==> src/rtl/ordinator_pkg.sv <==
// Shared token codes, FSM states and error codes for the ordinator sequence driver.
package ordinator_pkg;

  localparam logic [7:0] OP_ADD = 8'd0;
  localparam logic [7:0] OP_SUB = 8'd1;
  localparam logic [7:0] OP_END = 8'd2;

  localparam logic [1:0] ERR_NONE    = 2'd0;
  localparam logic [1:0] ERR_NO_END  = 2'd1;
  localparam logic [1:0] ERR_TIMEOUT = 2'd2;

  typedef enum logic [2:0] {
    ST_IDLE,
    ST_CRST,
    ST_WINIT,
    ST_ISSUE,
    ST_WRES,
    ST_DONE,
    ST_ERR
  } state_t;

  // Operators that hand the next slot back to an operand.
  function automatic logic is_arith_op(input logic [7:0] tok);
    return (tok == OP_ADD) || (tok == OP_SUB);
  endfunction

endpackage

==> src/rtl/ordinator_prog_mem.sv <==
// Token program store: DEPTH x 8 register file, synchronous write, asynchronous read.
module ordinator_prog_mem #(
  parameter int unsigned DEPTH = 16,
  parameter int unsigned AW    = $clog2(DEPTH)
) (
  input  logic          clk,
  input  logic          we,
  input  logic [AW-1:0] waddr,
  input  logic [7:0]    wdata,
  input  logic [AW-1:0] raddr,
  output logic [7:0]    rdata_c
);

  logic [7:0] mem [DEPTH];

  always_ff @(posedge clk) begin
    if (we) mem[waddr] <= wdata;
  end

  assign rdata_c = mem[raddr];

endmodule

==> src/rtl/ordinator_seq_driver.sv <==
// Runs a stored token program against an ordinator_8bit calculator and captures its result.
// Optional golden-model check and mismatch flag: define ORDINATOR_SEQ_CHECK_EN.
module ordinator_seq_driver
  import ordinator_pkg::*;
#(
  parameter int unsigned DEPTH   = 16,
  parameter int unsigned TIMEOUT = 255
) (
  input  logic                     clk,
  input  logic                     reset,
  input  logic                     prog_we,
  input  logic [$clog2(DEPTH)-1:0] prog_addr,
  input  logic [7:0]               prog_data,
  input  logic [$clog2(DEPTH):0]   prog_len,
  input  logic                     start,
  output logic [7:0]               calc_in,
  output logic                     calc_reset,
  input  logic                     calc_ready,
  input  logic [7:0]               calc_result,
  output logic                     busy,
  output logic                     done,
  output logic                     error,
  output logic [1:0]               err_code,
  output logic [7:0]               result_q
`ifdef ORDINATOR_SEQ_CHECK_EN
  ,output logic                    mismatch
`endif
);

  localparam int unsigned AW = $clog2(DEPTH);
  localparam int unsigned PW = AW + 1;
  localparam int unsigned CW = $clog2(TIMEOUT + 1);

  state_t          state;
  logic [PW-1:0]   ptr;
  logic [PW-1:0]   len_q;
  logic [CW-1:0]   tmo_cnt;
  logic            opslot;
  logic [PW-1:0]   ptr_inc_c;
  logic [AW-1:0]   rd_addr_c;
  logic [7:0]      rd_tok_c;
  logic            tmo_hit_c;
  logic            is_end_c;
  logic            go_err_c;
  logic [1:0]      err_sel_c;

  ordinator_prog_mem #(.DEPTH(DEPTH)) u_mem (
    .clk     (clk),
    .we      (prog_we && !busy),
    .waddr   (prog_addr),
    .wdata   (prog_data),
    .raddr   (rd_addr_c),
    .rdata_c (rd_tok_c)
  );

  // Slot 0 is fetched while leaving CRST; afterwards always look one token ahead.
  assign ptr_inc_c = ptr + PW'(1);
  assign rd_addr_c = (state == ST_ISSUE) ? AW'(ptr_inc_c) : '0;
  assign tmo_hit_c = (tmo_cnt == CW'(TIMEOUT - 1));
  assign is_end_c  = opslot && (calc_in == OP_END);

  // Abort conditions: program exhausted without END, or calculator stalled.
  always_comb begin
    err_sel_c = ERR_NONE;
    case (state)
      ST_WINIT: begin
        if (calc_ready) begin
          if (len_q == '0) err_sel_c = ERR_NO_END;
        end else if (tmo_hit_c) begin
          err_sel_c = ERR_TIMEOUT;
        end
      end
      ST_ISSUE: begin
        if (calc_ready) begin
          if (!is_end_c && (ptr_inc_c == len_q)) err_sel_c = ERR_NO_END;
        end else if (tmo_hit_c) begin
          err_sel_c = ERR_TIMEOUT;
        end
      end
      ST_WRES: begin
        if (!calc_ready && tmo_hit_c) err_sel_c = ERR_TIMEOUT;
      end
      default: err_sel_c = ERR_NONE;
    endcase
    go_err_c = (err_sel_c != ERR_NONE);
  end

  always_ff @(posedge clk) begin
    if (reset) begin
      state      <= ST_IDLE;
      ptr        <= '0;
      len_q      <= '0;
      tmo_cnt    <= '0;
      opslot     <= 1'b0;
      calc_in    <= '0;
      calc_reset <= 1'b1;
      busy       <= 1'b0;
      done       <= 1'b0;
      error      <= 1'b0;
      err_code   <= ERR_NONE;
      result_q   <= '0;
    end else begin
      done <= 1'b0;
      if (go_err_c) begin
        state      <= ST_ERR;
        error      <= 1'b1;
        err_code   <= err_sel_c;
        calc_reset <= 1'b1;
        busy       <= 1'b0;
      end else begin
        case (state)
          ST_IDLE: begin
            if (start) begin
              state      <= ST_CRST;
              busy       <= 1'b1;
              error      <= 1'b0;
              err_code   <= ERR_NONE;
              calc_reset <= 1'b1;
              ptr        <= '0;
              len_q      <= prog_len;
            end
          end
          ST_CRST: begin
            state      <= ST_WINIT;
            calc_reset <= 1'b0;
            calc_in    <= rd_tok_c;
            tmo_cnt    <= '0;
            opslot     <= 1'b0;
          end
          ST_WINIT: begin
            if (calc_ready) begin
              state   <= ST_ISSUE;
              tmo_cnt <= '0;
            end else begin
              tmo_cnt <= tmo_cnt + CW'(1);
            end
          end
          ST_ISSUE: begin
            if (calc_ready) begin
              ptr     <= ptr_inc_c;
              calc_in <= rd_tok_c;
              tmo_cnt <= '0;
              if (is_end_c) state <= ST_WRES;
              // Invalid operators leave the slot type unchanged.
              if (!opslot) opslot <= 1'b1;
              else if (is_arith_op(calc_in)) opslot <= 1'b0;
            end else begin
              tmo_cnt <= tmo_cnt + CW'(1);
            end
          end
          ST_WRES: begin
            if (calc_ready) begin
              result_q <= calc_result;
              state    <= ST_DONE;
            end else begin
              tmo_cnt <= tmo_cnt + CW'(1);
            end
          end
          ST_DONE: begin
            done  <= 1'b1;
            busy  <= 1'b0;
            state <= ST_IDLE;
          end
          ST_ERR:  state <= ST_IDLE;
          default: state <= ST_IDLE;
        endcase
      end
    end
  end

`ifdef ORDINATOR_SEQ_CHECK_EN
  logic [7:0] acc;
  logic       acc_vld;
  logic       pend_sub;

  // Golden accumulator fed from the same handshakes the calculator sees.
  always_ff @(posedge clk) begin
    if (reset) begin
      acc      <= '0;
      acc_vld  <= 1'b0;
      pend_sub <= 1'b0;
      mismatch <= 1'b0;
    end else if ((state == ST_IDLE) && start) begin
      acc_vld  <= 1'b0;
      pend_sub <= 1'b0;
      mismatch <= 1'b0;
    end else if ((state == ST_ISSUE) && calc_ready) begin
      if (!opslot) begin
        acc_vld <= 1'b1;
        if (!acc_vld)     acc <= calc_in;
        else if (pend_sub) acc <= acc - calc_in;
        else               acc <= acc + calc_in;
      end else if (calc_in == OP_ADD) begin
        pend_sub <= 1'b0;
      end else if (calc_in == OP_SUB) begin
        pend_sub <= 1'b1;
      end
    end else if (state == ST_DONE) begin
      mismatch <= (result_q != acc);
    end
  end
`endif

endmodule

==> config.mk <==
export PLATFORM = sky130hd
export DESIGN_NAME = ordinator_seq_driver
export DESIGN_NICKNAME = d
export VERILOG_FILES = /design/src/rtl/ordinator_pkg.sv /design/src/rtl/ordinator_prog_mem.sv /design/src/rtl/ordinator_seq_driver.sv
export SDC_FILE = /design/constraint.sdc
export NUM_CORES = 1
export LEC_CHECK = 0
export CORE_MARGIN = 5
export CORE_UTILIZATION = 33
export DETAILED_ROUTE_END_ITERATION = 8
export PLACE_DENSITY = 0.52
export SYNTH_ARGS = -nofsm -noshare
export SYNTH_HDL_FRONTEND = slang
export SYNTH_SLANG_ARGS = --single-unit
==> constraint.sdc <==
create_clock -name clk -period 3.3 [get_ports clk]
set_clock_uncertainty 0.2 [all_clocks]
set_input_delay 0.825 -clock clk [delete_from_list [all_inputs] [get_ports clk]]
set_output_delay 0.825 -clock clk [all_outputs]
set_load 0.03 [all_outputs]
* Yosys cells after proc, flatten, opt, wreduce, memory -nomap -nowiden
Memories as Yosys holds them, arrays and structs flattened.
Cells that the tools add are included.
** Word-level totals
- Bits in registers :: 44
- Latch bits :: 0
- Bits in writable memories :: 128
- ROM bits :: 0
- Input bits :: 30
- Output and inout port bits :: 22
- Logic and storage cells :: 107
- Memories :: 1
** Memory list
- u_mem.mem :: words 16, width 8, read ports 1, clocked after Yosys merged registers in 0, wr ports 1, RTL line ordinator_prog_mem.sv:14 : logic [7:0] mem [DEPTH];
** Operators by class
- Add/subtract/negate cells :: 2
- $mul :: 0
- Divide/modulo/power cells :: 0
- Order comparisons :: 0
- Eq/ne operators :: 20
- Shift-type cells :: 0
- Multiplexer cells :: 39
- Bitwise operators :: 1
- Reduce and logical (&&, ||, !) cells :: 31
** Operators with widths (number)
- 8-bit two-way mux :: 3
- 8-bit one-hot mux with 3 select lines :: 1
- 3-bit two-way mux :: 6
- 8-bit one-hot mux with 2 select lines :: 1
- 3-bit inequality test (second input constant) :: 5
- 3-bit one-hot mux with 5 select lines :: 1
- 2-bit two-way mux :: 7
- 2-bit nonzero test :: 7
- 1-bit two-way mux :: 12
- 2-bit inequality test (second input constant) :: 6
- 3-bit AND reduction :: 4
- 5-bit two-way mux :: 2
- 5-bit one-hot mux with 2 select lines :: 1
- 5-bit AND reduction :: 2
- 8-bit by 1-bit adder with 8-bit output (second input constant) :: 1
- 8-bit by 1-bit equality test with 1-bit output (second input constant) :: 1
- 8-bit by 2-bit equality test with 1-bit output (second input constant) :: 1
- 8-bit equality test (second input constant) :: 1
- 8-bit zero test :: 1
- 3-bit by 2-bit equality test with 1-bit output (second input constant) :: 2
- 3-bit equality test (second input constant) :: 2
- 1-bit one-hot mux with 2 select lines :: 3
- 2-bit one-hot mux with 3 select lines :: 1
- 2-bit AND reduction :: 3
- 13 further kinds :: 19

* Longest topological paths before layout
Gate-level depths: netlist of the first run.
- Word-level depth :: 10
- Depth in mapped cells :: 10

* Hierarchy
From an unflattened synthesis of the first run, not the netlist that was laid out.
** Second synthesis, totals
- Cells, all modules :: 494
- Area, all modules :: 7223.2 µm²
** By module, submodules not included
- ordinator_prog_mem :: instances 1, cells each 221, area each 4987.3 µm²
- ordinator_seq_driver :: instances 1, cells each 273, area each 2235.9 µm²

* Worst setup path before layout of the first run
Ideal clock, no wire load.
- Path type :: in2reg
- From :: in calc_ready
- To :: reg tmo_cnt[4]
- Library setup time :: 0.071 ns
- Data arrival time :: 2.196 ns
- Data required time :: 3.029 ns
- Slack :: 0.834 ns
- Stages :: 8
- Path buffers :: 2
- Path through :: clkbuf_1 nand2_1 a21o_1 nand3_1 o31ai_4 buf_6 or3_1 a21oi_1
** Between the ends
- Longest elaborated chain between the ends :: 7
- Elaborated cells between the ends (all ways) :: 12
- Those cells by class :: eq/ne: 1; mux: 6; bitwise: 1; reduce/logical: 4
** RTL lines
- start: declaration :: RTL line ordinator_seq_driver.sv:18 : input logic calc_ready,
- 1-bit zero test :: RTL line ordinator_seq_driver.sv:81 : if (!calc_ready && tmo_hit_c) err_sel_c = ERR_TIMEOUT;
- 1-bit logical AND :: RTL line ordinator_seq_driver.sv:81
- 2-bit two-way mux :: RTL line ordinator_seq_driver.sv:81
- 2-bit one-hot mux with 3 select lines :: RTL line ordinator_seq_driver.sv:65 : case (state)
- 2-bit nonzero test :: RTL line ordinator_seq_driver.sv:85 : go_err_c = (err_sel_c != ERR_NONE);
- 1-bit inverter (no source line)
- 3-bit AND reduction (no source line)
- end signal: assignment :: RTL line ordinator_seq_driver.sv:135 : tmo_cnt <= tmo_cnt + CW'(1);
- end signal: assignment :: RTL line ordinator_seq_driver.sv:148 : tmo_cnt <= tmo_cnt + CW'(1);
- end signal: assignment :: RTL line ordinator_seq_driver.sv:156 : tmo_cnt <= tmo_cnt + CW'(1);
- end: declaration :: RTL line ordinator_seq_driver.sv:37 : logic [CW-1:0] tmo_cnt;
Several ways; a longest one is shown, not always the timed one.
A chain may end at the register's enable or synchronous reset.

* Final worst setup path of the first run
- From :: reg ptr[1]
- To :: reg calc_in[6]
** Between the ends
- Longest elaborated chain between the ends :: 9
- Elaborated cells between the ends (all ways) :: 13
- Those cells by class :: add/sub: 1; eq/ne: 1; mux: 6; bitwise: 1; reduce/logical: 3; memory: 1
** RTL lines
- start: declaration :: RTL line ordinator_seq_driver.sv:35 : logic [PW-1:0] ptr;
- start signal: assignment :: RTL line ordinator_seq_driver.sv:140 : ptr <= ptr_inc_c;
- 5-bit by 1-bit adder with 5-bit output * :: RTL line ordinator_seq_driver.sv:57 : assign ptr_inc_c = ptr + PW'(1);
- 5-bit equality test :: RTL line ordinator_seq_driver.sv:75 : if (!is_end_c && (ptr_inc_c == len_q)) err_sel_c = ERR_NO_END;
- 1-bit logical AND :: RTL line ordinator_seq_driver.sv:75
- 1-bit two-way mux :: RTL line ordinator_seq_driver.sv:75
- 2-bit two-way mux :: RTL line ordinator_seq_driver.sv:74 : if (calc_ready) begin
- 2-bit one-hot mux with 3 select lines :: RTL line ordinator_seq_driver.sv:65
- 2-bit nonzero test :: RTL line ordinator_seq_driver.sv:85
- 1-bit inverter (no source line)
- 3-bit AND reduction (no source line)
- end signal: assignment :: RTL line ordinator_seq_driver.sv:126 : calc_in <= rd_tok_c;
- end signal: assignment :: RTL line ordinator_seq_driver.sv:141 : calc_in <= rd_tok_c;
- end: declaration :: RTL line ordinator_seq_driver.sv:16 : output logic [7:0] calc_in,
Every way passes the cells marked *; elsewhere a longest branch is shown, timed or not. The select of a mux whose other input is x is not followed.

==> impl_results.md, run 1 <==
- Gr usage total: 0.142
- Htree depth: 4
- Post-CTS Hold Fix Bufs: 0
- Slowest cell on crit path: buf_4
- Max capacitance violation total: 0
- Max-slew violation count: 0
- CP arrival: 2950 ps
- Post-CTS sizing: 0
- Startpoint types: register
- Setup TNS: 0 ps
- Drt drc: 0
- Syn Inst Count: 569
- Pwr per Cell Area: 587 mW/mm^2
- Placed instance count: 897
- Root buf cell: clkbuf_16
- Core Box Area: 0.0218 sq mm
- Post-layout util: 0.407
- # rows: 54
- Crit Path Category: reg2reg
- Grt total ovfl: 0
- DIE HEIGHT: 159 um
- Final WS setup: 455 ps
- Die area: 0.0253 sq mm
- Routed wire length: 17,900 um
- Dpl ws: 263 ps
- Routed len/inst: 19.3 um
- Status: complete, no violations
- Dominant synthesized flop cell: edfxtp_1
- Post-route minimum period: 2850 ps
- Hpwl dp: 12,300 um
- CTS tree: built
- Chip width: 159 um
- # IOs: 52
- Vias in the first global route: 4,862
- Distinct cells, synth: 62
- Largest delay contributor family on the critical path: compound AO/OA/AOI/OAI gates
- Share of the synthesized area in the top cell type: 0.525
- CTS buffer count: 17
- Peak Freq: 0.351 GHz
- CP peak stage delay: 440 ps
- R2R setup slack: 450 ps
- Initial antenna violation count: 0
- CP endpoint kind: register
- EDFF count, synth: 128
- Ratio of cells with drive above 1 in the final layout: 0.146
- Power Total: 5.21 mW
- Routed via count: 4,893
- Slew HR: 0.481
- IO Port Bufs: 51
- Buf/Inv on CP: 1
- Fin cells: 929
- Total clock sinks: 172
- Worst Hold End: result_q[5]
- Reg2Reg Depth: 8
- Initial Util: 0.336
- Worst hold path cell count: 2
- Routed Antenna Nets: 0
- Crit-path max FO: 42
- RSZ-0062 raised after global routing: no
- Nets: 669
- Post-synthesis cell area: 0.00733 sq mm
- Yosys synthesis warning count: 0
- Peak supply drop: 0.335 mV
- N_diodes: 0
- Leading area contributor after synthesis: edfxtp_1
- 1st-pass router iterations: 5
- Slew @ Worst Pin: 775 ps
- Sequential share of the synthesized area: 0.645
- Largest net degree at the start of global routing: 43
- Setup violations, final: 0
- Worst R2R Start: ptr[1]
- Hold Crit Class: reg2reg
- Reg-to-Reg End: calc_in[6]
- Clk_lat worst skew: 430 ps
- Largest cells by area after synthesis: edfxtp_1 52%, dfxtp_1 12%, a21oi_1 3.2%, mux4_2 2.8%, nand2_1 2.4%
- DR vias/cell: 5.27
- RePlAce Congestion: 0.850
- Initial DRC Count: 299
- Endpoints failing hold: 0
- First-pass GRT wire length: 28,000 um
- Synth Register Bits: 172
- CTS max path bufs: 2
- Area growth syn-to-layout: 21.2%
- HP Start: result_q[5]
- Syn_area_per_cell: 12.9 sq um
- Clock transition at the registers of the reported paths: 70 ps
- Syn Nets: 602
- Fin crit share: 0.862
- P_leak: 2.83 nW
- Post-CTS Setup Inserts: 0
- CP required: 3410 ps
- Critical path, cell by cell: ha_1 -> buf_4 -> nand4b_1 -> mux2_2 -> o211ai_1 -> a31oi_1 -> o221ai_1 -> o21ai_1
- Async SR Flop Fraction: 0
## where the power goes
part           internal [mW]  leakage [nW]  switching [mW]  total [mW]
logic                  0.256          1.01           0.394       0.650
clock network           1.17         0.305           0.923        2.09
registers               2.39          1.51          0.0773        2.47
total                   3.81          2.83            1.39        5.21
## synthesized netlist by cell type (all sizes together) (3+ instances only)
cell / n
nor3b: 3
o31ai: 6
mux2i: 11
mux4: 9
nor4: 5
or3: 12
clkbuf: 20
a221oi: 3
a211oi: 3
nor2b: 5
o22ai: 10
nand2: 46
and3: 7
nor2: 40
mux2: 13
nor3: 7
buf: 14
ha: 3
o41ai: 5
dfxtp: 44
nand4: 3
a221o: 3
xnor2: 4
o21ai: 20
o21a: 3
a21o: 3
nand2b: 10
edfxtp: 128
a22oi: 8
a21oi: 47
a31oi: 9
o211ai: 7
nand3: 19
o31a: 3
o221ai: 7
inv: 7
## stage by stage
stage	hold WS, ps	instance area (sq um)
2_1_floorplan	242	7330
3_3_place_gp	241	8270
3_5_place_dp	249	8270
4_1_cts	258	8880
5_1_grt	287	8880
6_report	255	8880
## registers in the layout, summed over array words and instances (netlist names)
register / flops
tmo_cnt: 8
opslot: 1
calc_in: 8
done: 1
result_q: 8
state: 3
ptr: 5
err_code: 2
busy: 1
error: 1
u_mem.mem: 128
len_q: 5
calc_reset: 1
## routing by layer
layer | up-vias | wire length [um] | track usage
met1 | 2396 | 8050 | 0.193
met3 | 16 | 1110 | 0.0388
li1 | 2327 | - | -
met2 | 154 | 8490 | 0.226
met5 | - | 0 | 0
met4 | 0 | 248 | 0.0341
## worst reg2reg max path: cells and delay by family (launching register included)
| kind | cells | cell delay (ps) |
|---|---|---|
| flops | 1 | 350 |
| buf+inv | 1 | 440 |
| simple gates | 1 | 420 |
| compound gates | 4 | 580 |
| mux | 1 | 410 |
| fa+ha+maj | 1 | 330 |
## layout by cell type, fill, tap and decap left out, types with 4 or more instances in the layout
cell | Yosys | layout
a31oi_1 | 8 | 8
o41ai_1 | 5 | 5
nand3_1 | 19 | 19
nor4_1 | 4 | 4
mux4_2 | 9 | 9
xnor2_1 | 4 | 4
o211ai_1 | 7 | 7
o22ai_1 | 10 | 10
buf_4 | 2 | 31
o21ai_0 | 19 | 19
inv_1 | 7 | 7
or3_1 | 12 | 12
a22oi_1 | 8 | 8
dfxtp_1 | 44 | 44
inv_8 | 0 | 8
nor2b_1 | 5 | 5
o221ai_1 | 7 | 7
edfxtp_1 | 128 | 128
clkbuf_16 | 0 | 17
nand2_1 | 46 | 46
and3_1 | 7 | 7
mux2_2 | 13 | 13
clkdlybuf4s50_1 | 0 | 51
nor3_1 | 6 | 6
nor2_1 | 40 | 40
nand2b_1 | 10 | 10
o31ai_1 | 5 | 5
mux2i_1 | 11 | 11
a21oi_1 | 47 | 47
## how the worst max path moves through the flow
| stage | startpoint | to | cells past startpoint |
|---|---|---|---|
| 2_1_floorplan | calc_ready | tmo_cnt[4] | 8 |
| 3_3_place_gp | calc_ready | tmo_cnt[4] | 7 |
| 3_5_place_dp | calc_ready | tmo_cnt[1] | 7 |
| 4_1_cts | ptr[1] | calc_in[6] | 8 |
| 5_1_grt | ptr[1] | calc_in[2] | 8 |
| 6_report | ptr[1] | calc_in[6] | 8 |
## cell type report
type / instances / area [sq um]
clock buffers: 18 / 429
clock inverters: 14 / 185
fillers: 2035 / 12900
inverters: 7 / 26.3
multi-input cells: 356 / 2420
flip-flops and latches: 172 / 4720
well taps: 280 / 350
repair buffers: 82 / 743
## kinds of logic after synthesis
kind of cell	share of synthesized area
flip-flops	0.645
AND/OR/NAND/NOR	0.122
AO/OA/AOI/OAI	0.129
buffers and inverters	0.0256
multiplexers	0.0627
XOR/XNOR	0.0104
adder cells (fa/ha/maj)	0.00512
(Power assumes the default switching activity.)
==> inputs of run 2 (changes only) <==
- SYNTH_HIERARCHICAL: unset -> 1
==> run 2 against run 1 <==
  * Global-route usage down 0.86 points
  * Synthesized cell count down 13%
  * Worst setup slack better by 88 ps
  * Routed wire length down 11%
  * Design area unchanged
  * First-iteration DRC count up 3.7%
  * Flip-flop and latch count unchanged
  * Clock-buffer cell count down 1
  * Cell count down 7.0%
  * Critical endpoint is now calc_in[2]
==> impl_results.md, run 2 <==
- Endpoints failing hold: 0
- Slowest cell on crit path: mux4_1
- Post-synthesis cell area: 0.00722 sq mm
- Fin cells: 864
- Setup TNS: 0 ps
- Pwr per Cell Area: 586 mW/mm^2
- Ratio of cells with drive above 1 in the final layout: 0.159
- Worst hold path cell count: 2
- Commonest non-fill, non-tap cell in the layout: edfxtp_1
- Largest delay contributor family on the critical path: multiplexers
- CP Depth: 8
- Chip width: 158 um
- Largest Register: u_mem/mem
- Routed wire length: 16,000 um
- Setup violations, final: 0
- Peak supply drop: 0.362 mV
- Syn_area_per_cell: 14.6 sq um
- Dominant synthesized flop cell: edfxtp_1
- Routed len/inst: 18.5 um
- Post-layout util: 0.409
- Buf/Inv on CP: 1
- Most frequent cells in the layout: 128 x edfxtp_1, 66 x nand2_1, 51 x clkdlybuf4s50_1, 44 x dfxtp_1, 31 x nor2_1
- Initial antenna violation count: 0
- Leading area contributor after synthesis: edfxtp_1
- Share of the synthesized area in the top cell type: 0.532
- Area after DPL: 0.00820 sq mm
- Critical path, cell by cell: nand3b_1 -> nor2_4 -> buf_12 -> mux4_1 -> a22oi_1 -> nand2_1 -> nand2_1 -> mux2i_1
- Crit Path Category: reg2reg
- CTS buffer count: 17
- Max-slew violation count: 0
- Yosys synthesis warning count: 6
- Htree depth: 4
- Routed via count: 4,405
- Worst R2R Start: state[1]
- # IOs: 52
- Syn Nets: 527
- Status: complete, no violations
- Routed Antenna Nets: 0
- Fin crit share: 0.835
- EDFF count, synth: 128
- Initial Util: 0.333
- 1st-pass router iterations: 5
- Die area: 0.0249 sq mm
- Setup crit end: calc_in[2]
- Grt total ovfl: 0
- Fin area: 0.00888 sq mm
- DR vias/cell: 5.10
- Startpoint types: register
- Distinct cells, synth: 58
- Placed instance count: 832
- Crit-path max FO: 32
- R2R setup slack: 540 ps
- Clock transition at the registers of the reported paths: 70 ps
- N_diodes: 0
- Vias in the first global route: 4,505
- CP peak stage delay: 600 ps
- First-pass GRT wire length: 25,000 um
- Total clock sinks: 172
- Post-CTS Setup Inserts: 0
- Async SR Flop Fraction: 0
- Largest cells by area after synthesis: edfxtp_1 53%, dfxtp_1 12%, mux4_2 5.6%, mux4_1 5.1%, nand2_1 3.4%
- Peak Freq: 0.363 GHz
- DIE HEIGHT: 158 um
- Largest register FFs: 128
- Nets: 604
- P_leak: 2.87 nW
- CTS max path bufs: 2
- CP arrival: 2860 ps
- Reg2Reg Depth: 8
- Hold Crit Class: reg2reg
- Root buf cell: clkbuf_16
- Post-route minimum period: 2760 ps
- RSZ-0062 raised after global routing: no
- Synth Register Bits: 172
- CP endpoint kind: register
- Initial DRC Count: 310
- Most frequent cell on the critical path: nand2_1
- Max capacitance violation total: 0
- Slew HR: 0.533
- # rows: 54
- Reg-to-Reg End: calc_in[2]
- CTS tree: built
- Post-CTS Hold Fix Bufs: 0
- RePlAce Congestion: 0.806
- Top-count cell post-synth: edfxtp_1
- Area growth syn-to-layout: 22.9%
- Sequential share of the synthesized area: 0.654
- Synth top cells by count: 128 x edfxtp_1, 66 x nand2_1, 44 x dfxtp_1
- Post-CTS sizing: 0
- CP required: 3410 ps
- Gr usage total: 0.133
- Hpwl dp: 11,000 um
- Largest net degree at the start of global routing: 35
- Syn Inst Count: 494
- Core Box Area: 0.0217 sq mm
- Worst Setup SP: state[1]
- Drt drc: 0
- Clk_lat worst skew: 430 ps
- Slew @ Worst Pin: 699 ps
- IO Port Bufs: 51
## run 2: cell count changes after synthesis, sizes merged, moves of 13 or more
cell   change
a21oi     -20
o21ai     -15
mux4      +23
nand2     +20
mux2      -13
## run 2: cell families (layout without fill, tap and decap cells)
kind of cell | count (synthesis) | after routing | synth area share
flip-flops | 172 | 172 | 0.654
AND/OR/NAND/NOR | 150 | 150 | 0.0967
AO/OA/AOI/OAI | 83 | 83 | 0.0857
multiplexers | 42 | 42 | 0.121
buffers and inverters | 35 | 125 | 0.0265
XOR/XNOR | 9 | 9 | 0.0109
adder cells (fa/ha/maj) | 3 | 3 | 0.00520
## run 2: metrics by stage
stage | power (mW) | worst slack [ps] | hold WS, ps
floorplan | 2.78 | 584 | 230
global placement | 2.97 | 377 | 241
detailed placement | 2.98 | 314 | 251
CTS | 5.26 | 558 | 261
global route | 5.40 | 327 | 281
finish | 5.20 | 543 | 258
## run 2: worst min-delay path, cell delays in order (launching register included)
cell and delay [ps]:
dfxtp_1 310, nand2_1 50, mux2i_1 50
## run 2: worst min path at each step
stage,from,to,slack [ps]
after CTS,result_q[3],result_q[3],260
after global routing,opslot,opslot,280
after global placement,opslot,opslot,240
after floorplan,opslot,opslot,230
final,opslot,opslot,260
after detailed placement,result_q[3],result_q[3],250
## run 2: cell type report
class                           instances  area [sq um]
Fill cell                            1953         12800
Sequential cell                       172          4720
Multi-Input combinational cell        287          2320
Timing Repair Buffer                   82           768
Clock buffer                           17           425
Tap cell                              280           350
Clock inverter                         15           253
Inverter                               11          41.3
## run 2: routing by layer
metal  GRT usage  share of wire  wire [um]  vias to the layer above
met5           0              0          0                        -
met1       0.170           0.44       7010                     2178
met2       0.227           0.50       7950                      132
li1            -              -          -                     2080
met3      0.0320          0.053        849                       15
met4      0.0370          0.012        185                        0
## run 2: report_power, final
group          internal [mW]  switching, mW  total (mW)  leakage (nW)
Sequential              2.38         0.0540        2.43          1.51
Combinational          0.209          0.284       0.493          1.03
Clock                   1.38          0.898        2.28         0.330
==> inputs of run 3 (changes only) <==
- clock period: 3.3 -> 2.6 ns (I/O delays scaled with it)
==> run 3 against run 2 <==
  * Non-clock buffer count up 14
  * Worst setup slack lost 360 ps
  * Routed wire length rose by 0.38%
  * Utilization grew 0.29 points
  * Total power is 24% higher
  * Design area increased by 0.72%
  * Cell count is 1.6% higher
  * Die area is the same
  * Sequential power grew 26%
  * Critical path depth unchanged
  * Largest cell class unchanged
==> impl_results.md, run 3 (same netlist as run 2, synthesis figures left out) <==
- Status: complete, no violations
- Switch Pwr: 1.57 mW
- Max-slew violation count: 0
- Initial antenna violation count: 0
- Total clock sinks: 172
- Htree depth: 4
- Peak Freq: 0.414 GHz
- Peak supply drop: 0.426 mV
- Ratio of cells with drive above 1 in the final layout: 0.182
- Worst Setup SP: state[2]
- Grt total ovfl: 0
- Setup crit end: calc_in[2]
- IO Port Bufs: 51
- Initial DRC Count: 231
- Largest net degree at the start of global routing: 35
- Combinational power share: 0.105
- Slew @ Worst Pin: 622 ps
- # rows: 54
- Core Box Area: 0.0217 sq mm
- CTS max path bufs: 2
- N_diodes: 0
- Fin crit share: 0.929
- DIE HEIGHT: 158 um
- DR vias/cell: 5.11
- Clock transition at the registers of the reported paths: 70 ps
- CTS buffer count: 17
- Area after DPL: 0.00831 sq mm
- Clk_lat worst skew: 430 ps
- Drt drc: 0
- CP endpoint kind: register
- Crit Path Category: reg2reg
- Crit-path max FO: 32
- Area growth syn-to-layout: 23.8%
- Post-CTS Setup Inserts: 0
- Reg-to-Reg End: calc_in[2]
- P_leak: 2.92 nW
- P_int: 4.86 mW
- Pwr per Cell Area: 718 mW/mm^2
- Initial Util: 0.333
- # IOs: 52
- Post-layout util: 0.412
- Switch share: 0.244
- Most frequent cells in the layout: 128 x edfxtp_1, 66 x nand2_1, 51 x clkdlybuf4s50_1, 44 x dfxtp_1, 43 x buf_4
- Largest register FFs: 128
- Gr usage total: 0.134
- First-pass GRT wire length: 25,400 um
- Root buf cell: clkbuf_16
- Largest Register: u_mem/mem
- Placed instance count: 846
- R2R setup slack: 180 ps
- CP arrival: 2520 ps
- CP required: 2710 ps
- Commonest non-fill, non-tap cell in the layout: edfxtp_1
- RePlAce Congestion: 0.805
- Clock power share: 0.418
- Reg2Reg Depth: 8
- Endpoints failing hold: 0
- Chip width: 158 um
- Nets: 618
- Die area: 0.0249 sq mm
- CTS tree: built
- Routed wire length: 16,100 um
- Routed len/inst: 18.3 um
- Routed Antenna Nets: 0
- Post-CTS Hold Fix Bufs: 0
- Layout fillers: 1,986
- RSZ-0062 raised after global routing: no
- Fin cells: 878
- Post-route minimum period: 2420 ps
- Vias in the first global route: 4,520
- Max capacitance violation total: 0
- Startpoint types: register
- Hold Crit Class: reg2reg
- 1st-pass router iterations: 4
- Hpwl dp: 11,000 um
- Power Total: 6.42 mW
- Worst R2R Start: state[2]
- Setup violations, final: 0
- Routed via count: 4,489
- Fin area: 0.00894 sq mm
- Slew HR: 0.584
- Sequential power share: 0.477
[run 3: cell count changes in the layout (fill, tap and decap cells not counted), moves of 2 or more]
cell,delta
inv_6,+3
bufinv_16,-2
buf_4,+14
inv_8,-2
[run 3: power groups by stage]
stage                     Clock (mW)  Combinational, mW  Sequential (mW)
after CTS                       2.75              0.683             3.06
after detailed placement           0              0.681             3.13
final                           2.68              0.675             3.06
after global routing            2.87              0.739             3.07
after global placement             0              0.670             3.12
after floorplan                    0              0.362             3.16
[run 3: repair_timing]
action	CTS	global route
hold endpoints to repair	0	0
setup endpoints to repair	0	11
gates resized for setup	0	3
[run 3: per-stage QoR]
step / hold WS [ps] / TNS (ps) / setup slack [ps]
6_report: 258 / 0 / 185
5_1_grt: 288 / 0 / 39.1
4_1_cts: 261 / 0 / 152
3_5_place_dp: 251 / -4960 / -163
3_3_place_gp: 246 / -3350 / -135
2_1_floorplan: 230 / 0 / 59.3
[run 3: area by class of cell]
type                            instances  area, sq um  share of cell area
Clock buffer                           18          429              0.0480
Inverter                               11         41.3             0.00462
Timing Repair Buffer                   96          873              0.0976
Sequential cell                       172         4720               0.528
Multi-Input combinational cell        287         2330               0.260
Tap cell                              280          350              0.0392
Clock inverter                         14          196              0.0220
[run 3: routing by layer]
layer / vias up / share of wire / GRT usage
met2: 113 / 0.51 / 0.227
met4: 0 / 0.0079 / 0.0361
met1: 2254 / 0.43 / 0.171
met3: 14 / 0.055 / 0.0350
met5: - / 0 / 0
li1: 2108 / - / -
[run 3: worst max-delay path: stages, from the launching register on]
cell and delay [ps]:
dfxtp_1 310, nand3b_1 210, nor2_4 140, buf_12 260
mux4_1 610, a22oi_1 300, nand2_1 120, nand2_1 70
mux2i_1 60
[run 3: how the worst min path moves through the flow]
stage | endpoint | depth (start not counted) | start | slack [ps]
3_5_place_dp | result_q[1] | 2 | result_q[1] | 250
5_1_grt | result_q[4] | 2 | result_q[4] | 290
3_3_place_gp | result_q[6] | 2 | result_q[6] | 250
4_1_cts | result_q[1] | 2 | result_q[1] | 260
6_report | result_q[7] | 2 | result_q[7] | 260
2_1_floorplan | opslot | 2 | opslot | 230
